**config.mk**
```make
export PLATFORM = sky130hd
export DESIGN_NAME = mem_access_stage
export DESIGN_NICKNAME = d
export VERILOG_FILES = /design/src/rtl/mem_access_stage.sv
export SDC_FILE = /design/constraint.sdc
export NUM_CORES = 1
export LEC_CHECK = 0
export ABC_AREA = 0
export ABC_CLOCK_PERIOD_IN_PS = 1700
export BUFFER_PORTS_ARGS = -buffer_cell sky130_fd_sc_hd__buf_2
export CORE_AREA = 3 3 123 125
export CTS_BUF_LIST = sky130_fd_sc_hd__clkbuf_2 sky130_fd_sc_hd__clkbuf_4 sky130_fd_sc_hd__clkbuf_8
export CTS_CLUSTER_SIZE = 25
export DETAILED_ROUTE_END_ITERATION = 7
export DIE_AREA = 0 0 126 128
export SLEW_MARGIN = 10
export SYNTH_ARGS = -nofsm -noshare
export SYNTH_HDL_FRONTEND = slang
export SYNTH_SLANG_ARGS = --single-unit
```
**constraint.sdc**
```tcl
create_clock -name clk -period 1.7 [get_ports clk]
set_input_delay 0 -clock clk [delete_from_list [all_inputs] [get_ports clk]]
set_output_delay 0 -clock clk [all_outputs]
set_load 0.1 [all_outputs]
```
**src/rtl/mem_access_stage.sv**
```systemverilog
// ============================================================================
// Module      : mem_access_stage
// Description : Pipeline memory-access stage. Drives the DCache handshake,
//               stalls EX/MEM while an access is outstanding, aligns load
//               data and registers the MEM/WB result.
//               Optional MEM_ALE_EN: misaligned accesses raise wb_ale.
// Revision    : 1.0 - initial release
// ============================================================================
`default_nettype none

module mem_access_stage #(
    parameter int          ADDR_W     = 32,
    parameter int          DATA_W     = 32,
    parameter logic [31:0] PC_RST_VAL = 32'h1c000000
) (
    input  logic              clk,
    input  logic              rst_n,

    input  logic              in_valid,
    input  logic [31:0]       in_pc,
    input  logic [3:0]        in_op,
    input  logic [ADDR_W-1:0] in_addr,
    input  logic [DATA_W-1:0] in_alu_res,
    input  logic [DATA_W-1:0] in_wdata,
    input  logic [4:0]        in_rd,
    input  logic              in_we,

    output logic              dc_req,
    output logic              dc_wr,
    output logic [1:0]        dc_size,
    output logic [ADDR_W-1:0] dc_addr,
    output logic [3:0]        dc_wstrb,
    output logic [DATA_W-1:0] dc_wdata,
    input  logic              dc_addr_ok,
    input  logic              dc_data_ok,
    input  logic [DATA_W-1:0] dc_rdata,

    output logic              mem_stall,

    output logic              wb_valid,
    output logic [31:0]       wb_pc,
    output logic [4:0]        wb_rd,
    output logic              wb_we,
    output logic [DATA_W-1:0] wb_data,
    output logic              wb_ale
);

    localparam logic [1:0] c_S_IDLE = 2'd0;
    localparam logic [1:0] c_S_REQ  = 2'd1;
    localparam logic [1:0] c_S_RESP = 2'd2;

    localparam logic [1:0] c_SZ_BYTE = 2'd0;
    localparam logic [1:0] c_SZ_HALF = 2'd1;
    localparam logic [1:0] c_SZ_WORD = 2'd2;

    logic [1:0]        r_state;
    logic [1:0]        w_state_nxt;

    logic              w_is_load;
    logic              w_is_store;
    logic              w_signed;
    logic [1:0]        w_size;
    logic              w_ld;
    logic              w_st;
    logic              w_misaligned;
    logic              w_req;
    logic [7:0]        w_byte;
    logic [15:0]       w_half;
    logic [DATA_W-1:0] w_load_data;

    // Opcode decode; unlisted codes fall through as "no memory op".
    always_comb begin
        w_is_load  = 1'b0;
        w_is_store = 1'b0;
        w_signed   = 1'b0;
        w_size     = c_SZ_WORD;
        case (in_op)
            4'b0001: begin w_is_load  = 1'b1; w_signed = 1'b1; w_size = c_SZ_BYTE; end
            4'b0010: begin w_is_load  = 1'b1; w_signed = 1'b1; w_size = c_SZ_HALF; end
            4'b0011: begin w_is_load  = 1'b1;                  w_size = c_SZ_WORD; end
            4'b0100: begin w_is_load  = 1'b1;                  w_size = c_SZ_BYTE; end
            4'b0101: begin w_is_load  = 1'b1;                  w_size = c_SZ_HALF; end
            4'b1001: begin w_is_store = 1'b1;                  w_size = c_SZ_BYTE; end
            4'b1010: begin w_is_store = 1'b1;                  w_size = c_SZ_HALF; end
            4'b1011: begin w_is_store = 1'b1;                  w_size = c_SZ_WORD; end
            default: ;
        endcase
    end

    assign w_ld = in_valid & w_is_load;
    assign w_st = in_valid & w_is_store;

`ifdef MEM_ALE_EN
    assign w_misaligned = (w_ld | w_st) &
                          (((w_size == c_SZ_HALF) & in_addr[0]) |
                           ((w_size == c_SZ_WORD) & (in_addr[1:0] != 2'b00)));
`else
    assign w_misaligned = 1'b0;
`endif

    // Reset low must drop the request immediately to abort any in-flight access.
    assign w_req = rst_n & (w_ld | w_st) & ~w_misaligned & (r_state != c_S_RESP);

    assign dc_req  = w_req;
    assign dc_wr   = w_is_store;
    assign dc_size = w_size;
    assign dc_addr = in_addr;

    always_comb begin
        dc_wstrb = 4'b0000;
        dc_wdata = in_wdata;
        if (w_is_store) begin
            case (w_size)
                c_SZ_BYTE: begin
                    dc_wstrb = 4'b0001 << in_addr[1:0];
                    dc_wdata = {4{in_wdata[7:0]}};
                end
                c_SZ_HALF: begin
                    dc_wstrb = in_addr[1] ? 4'b1100 : 4'b0011;
                    dc_wdata = {2{in_wdata[15:0]}};
                end
                default: begin
                    dc_wstrb = 4'b1111;
                    dc_wdata = in_wdata;
                end
            endcase
        end
    end

    always_comb begin
        case (in_addr[1:0])
            2'd0:    w_byte = dc_rdata[7:0];
            2'd1:    w_byte = dc_rdata[15:8];
            2'd2:    w_byte = dc_rdata[23:16];
            default: w_byte = dc_rdata[31:24];
        endcase
        w_half = in_addr[1] ? dc_rdata[31:16] : dc_rdata[15:0];
    end

    always_comb begin
        case (w_size)
            c_SZ_BYTE: w_load_data = {{24{w_signed & w_byte[7]}}, w_byte};
            c_SZ_HALF: w_load_data = {{16{w_signed & w_half[15]}}, w_half};
            default:   w_load_data = dc_rdata;
        endcase
    end

    // A store completes on address acceptance; a load must also see data_ok.
    always_comb begin
        mem_stall   = 1'b0;
        w_state_nxt = r_state;
        case (r_state)
            c_S_IDLE, c_S_REQ: begin
                if (w_req) begin
                    if (dc_addr_ok) begin
                        mem_stall   = ~w_is_store;
                        w_state_nxt = w_is_store ? c_S_IDLE : c_S_RESP;
                    end else begin
                        mem_stall   = 1'b1;
                        w_state_nxt = c_S_REQ;
                    end
                end else begin
                    w_state_nxt = c_S_IDLE;
                end
            end
            c_S_RESP: begin
                mem_stall   = ~dc_data_ok;
                w_state_nxt = dc_data_ok ? c_S_IDLE : c_S_RESP;
            end
            default: w_state_nxt = c_S_IDLE;
        endcase
        if (!rst_n) begin
            mem_stall   = 1'b0;
            w_state_nxt = c_S_IDLE;
        end
    end

    always_ff @(posedge clk) begin
        if (!rst_n) begin
            r_state <= c_S_IDLE;
        end else begin
            r_state <= w_state_nxt;
        end
    end

    logic r_ale;

    always_ff @(posedge clk) begin
        if (!rst_n) begin
            wb_valid <= 1'b0;
            wb_pc    <= PC_RST_VAL;
            wb_rd    <= 5'd0;
            wb_we    <= 1'b0;
            wb_data  <= '0;
            r_ale    <= 1'b0;
        end else if (mem_stall) begin
            wb_valid <= 1'b0;
        end else begin
            wb_valid <= in_valid;
            wb_pc    <= in_pc;
            wb_rd    <= in_rd;
            wb_we    <= in_we & ~w_st & ~w_misaligned;
            r_ale    <= w_misaligned;
            if (w_misaligned) begin
                wb_data <= in_addr;
            end else if (w_ld) begin
                wb_data <= w_load_data;
            end else begin
                wb_data <= in_alu_res;
            end
        end
    end

`ifdef MEM_ALE_EN
    assign wb_ale = r_ale;
`else
    logic w_ale_unused;
    assign w_ale_unused = r_ale;
    assign wb_ale       = 1'b0;
`endif

endmodule

`default_nettype wire

```
==> run summary <==
The flow ran to the end, and the final reports show no timing, DRC or antenna violations. The worst register-to-register path has a setup slack of approximately 0.080 ns. The clock insertion delay at the later pin of the skew report came out at about 0.37 ns. The share of synthesized cell area in and, or, nand and nor gates came out at 0.08262. Of the total synthesized cell area, the portion taken by full adders, half adders and majority gates is 0. Leaving out fill and tap cells, the most frequent cells in the layout are sky130_fd_sc_hd__buf_2, sky130_fd_sc_hd__dlygate4sd3_1, sky130_fd_sc_hd__dfxtp_1. Across the run, the number of max-cap violations was 0. The routed layout has approximately 4,800 vias.

The leftover overflow at the end of global routing is 0. The average instance in the mapped netlist occupies slightly above 9 µm². The setup total negative slack is 0 ns. The largest vdd supply drop is ~680 µV.

Counting both buffers and inverters, the worst setup path holds a total of 4. The number of vias per cell came out at 5.123. The number of warnings reported in the yosys synthesis log is 0. The starting DRC count in detailed routing came out at between 200 and 250. The via count of the first global-routing pass is between 4,000 and 5,000.

The number of buffers added by the clock tree synthesis step is 9. The floorplan step set the die width to around 130 µm. The flip-flop and latch count after synthesis is between 70 and 80. The path class of the lowest-slack min-delay path is primary input to primary output. The power per cell area is about 870 nW/µm².

The transition time at the pin with the least slew margin came out at 1.113 ns. The endpoint type of the worst setup path is a primary output. The die area came out at between 15,000 and 20,000 µm². For this configuration, the core starts out at a cell density of 0.2804. The post-synthesis net count is between 500 and 600.

Measured in cells, the most critical reg-to-reg path has a length of 7. The critical path in this run is classified as primary input to primary output. The count of buffers added on input and output ports is between 200 and 300. The largest driver fanout on the critical path came out at 10. The synthesized area came out at between 3000 and 4000 µm². The number of placement rows came out at 43. The endpoint identified for the worst register-to-register timing path is wb_pc[29]. The worst hold slack came out at a little under 0.00004 ns. The critical path data required time came out at between 1.5 and 2 ns. The area fraction in compound gates after synthesis is 0.3407. The final worst setup slack came out at around 0.044 ns. The number of antenna-violating nets in the routed design is 0. The startpoint identified for the worst register-to-register timing path is r_state[1]. STA classifies the critical path startpoint as a primary input. The cell total after placement is between 800 and 900. The fraction of synthesized area in multiplexers is 0.07177. The worst-case setup slack after placement is -0.09021 ns.

The worst relative slew slack came out at 0.2534. The maximum operating frequency is 603.7 MHz. Wires add up to around 18,000 µm. The placeable core area is about 14,000 µm². After legalization and detailed placement, the total HPWL measured 12,790 µm.

The worst clock skew on the final layout is a little under 0.008 ns. The congestion estimate from routability-driven global placement came to about 0.83. Of the synthesized area, sequential elements account for 0.3726. The global-route wire length before repair is around 27,000 µm. The count of unresolved DRC violations after routing came out at 0. The combinational family with the most area after synthesis is compound AO/OA/AOI/OAI gates. The post-synthesis cell count came out at 420. The number of flops mapped to enable cells by yosys is 0.

In the synthesized netlist the dominant register cell turns out to be sky130_fd_sc_hd__dfxtp_1. TritonCTS built the clock tree. The root buffer cell chosen for the clock tree is sky130_fd_sc_hd__clkbuf_8. The arrival time at the worst endpoint came out at around 1.7 ns.

The count of cells along the worst hold path came out at 0. The worst hold path begins at in_addr[30]. The average routed wire per standard cell came out at between 15 and 20 µm. The number of nets in the layout is around 900.

In this run the static leakage power is 3.270 nW. The pre-antenna-repair detailed-routing pass consisted of 6 iterations. Walking the worst path, the cells encountered are buf_2 -> or2_2 -> buf_4 -> o22ai_2 -> buf_4 -> a21oi_1 -> nor2_1 -> nor2_4 -> buf_2. The maximum clock path buffer count is 2. The final standard cell count with taps included and fillers excluded is between 900 and 1,000. The CTS sink count came out at 73. The maximum number of pins on one net before global-route repair came out at between 50 and 60.

For this design, the slowest cell found on the critical path is sky130_fd_sc_hd__or2_2. The number of failing setup endpoints in the final timing report came out at 0. Relative to the synthesized area, the layout overhead comes to 82.46%. The ratio of cells with drive above 1 in the final layout is 0.5027. The y dimension of the die is roughly 130 µm. The worst hold path terminates at dc_addr[30]. The number of pins exceeding their max-slew limit in the final report came to 0.

The kind of cell with the highest combined delay along the critical path is buffers and inverters. Leaving out fill and tap cells, the most frequent cell in the layout is sky130_fd_sc_hd__buf_2. The initial antenna violation count came out at 2. The number of placed I/O pins came out at 320.

The xor/xnor cell area share of the yosys netlist came out at 0. The maximum level of the CTS H-tree came out at 3. The final hold violation count came out at 0. After layout, the minimum clock period comes to between 1.5 and 2 ns.

The global routing usage summed across all routing layers came out at 0.2102. Setup repair after global routing could not meet its margin everywhere. Counting distinct cell types in the post-synthesis netlist gives 46. In this design, the stage delay of the slowest critical-path cell is 0.32 ns. The share of flip-flops with an asynchronous set or reset after synthesis came out at 0.

The final clock period utilization by the worst path is 0.9744.
## state kept, by name, indices dropped and copies added (netlist names)
register	cells
wb_pc	32
r_state	2
wb_rd	5
wb_valid	1
wb_we	1
wb_data	32
## synthesized netlist by cell type (all sizes together) (9+ instances only)
cell	count	area, µm²
a21o	17	127.6
a21oi	33	168.9
a22o	34	297.8
buf	55	402.9
clkbuf	21	78.83
dfxtp	73	1461
inv	9	33.78
mux2	9	101.4
nand3	11	55.05
nor2	18	67.56
o211ai	9	67.56
o21ai	31	155.2
o2bb2ai	21	183.9
## cells by family after synthesis
logic type,after synthesis
AO/OA/AOI/OAI,184
buffers and inverters,85
flip-flops,73
multiplexers,17
other,1
AND/OR/NAND/NOR,60
## timing repair
item / in CTS / in global routing
endpoints found under the hold margin: 71 / 0
pin swaps: 0 / 0
hold buffers: 93 / 0
buffers inserted: 2 / 1
gates resized for setup: 5 / 11
cloned: 1 / 1
setup endpoints to repair: 3 / 31
## power breakdown
| group | internal [mW] | switching, mW |
|---|---|---|
| Clock | 0.572 | 0.780 |
| Combinational | 0.867 | 2.06 |
| Sequential | 1.84 | 0.0735 |
| Total | 3.28 | 2.92 |
## worst max path at each step
stage              endpoint  depth (start not counted)  slack, ns  startpoint
6_report        dc_wstrb[1]                          9       0.04    in_op[0]
5_1_grt        dc_wdata[13]                          9      -0.02    in_op[0]
4_1_cts           mem_stall                          7      0.009  r_state[1]
3_5_place_dp    wb_data[10]                          6      -0.09    in_op[0]
3_3_place_gp     wb_data[8]                          8      0.007    in_op[1]
2_1_floorplan  dc_wdata[20]                          6      0.008    in_op[0]
## per-layer routing
layer	GRT usage	part of all wire
met5	0	0
met4	0.08896	0.032
met3	0.05208	0.070
met2	0.3637	0.50
met1	0.2485	0.40
## area by class of cell
class,instances,area (µm²)
inverters,9,45.04
well taps,180,225.2
repair buffers,392,3028
flip-flops and latches,73,1463
diodes,2,5.005
fillers,1246,6832
multi-input cells,262,2197
clock buffers,9,123.9
clock inverters,7,70.07
## stage by stage
stage / area, µm² / util / power, mW
3_5_place_dp: 5908 / 0.4224 / 4.666
4_1_cts: 7096 / 0.5072 / 6.213
3_3_place_gp: 5908 / 0.4224 / 4.648
2_1_floorplan: 4159 / - / 4.260
6_report: 7157 / 0.5116 / 6.200
5_1_grt: 7157 / 0.5116 / 6.433
Power figures use the tool's default switching activity.
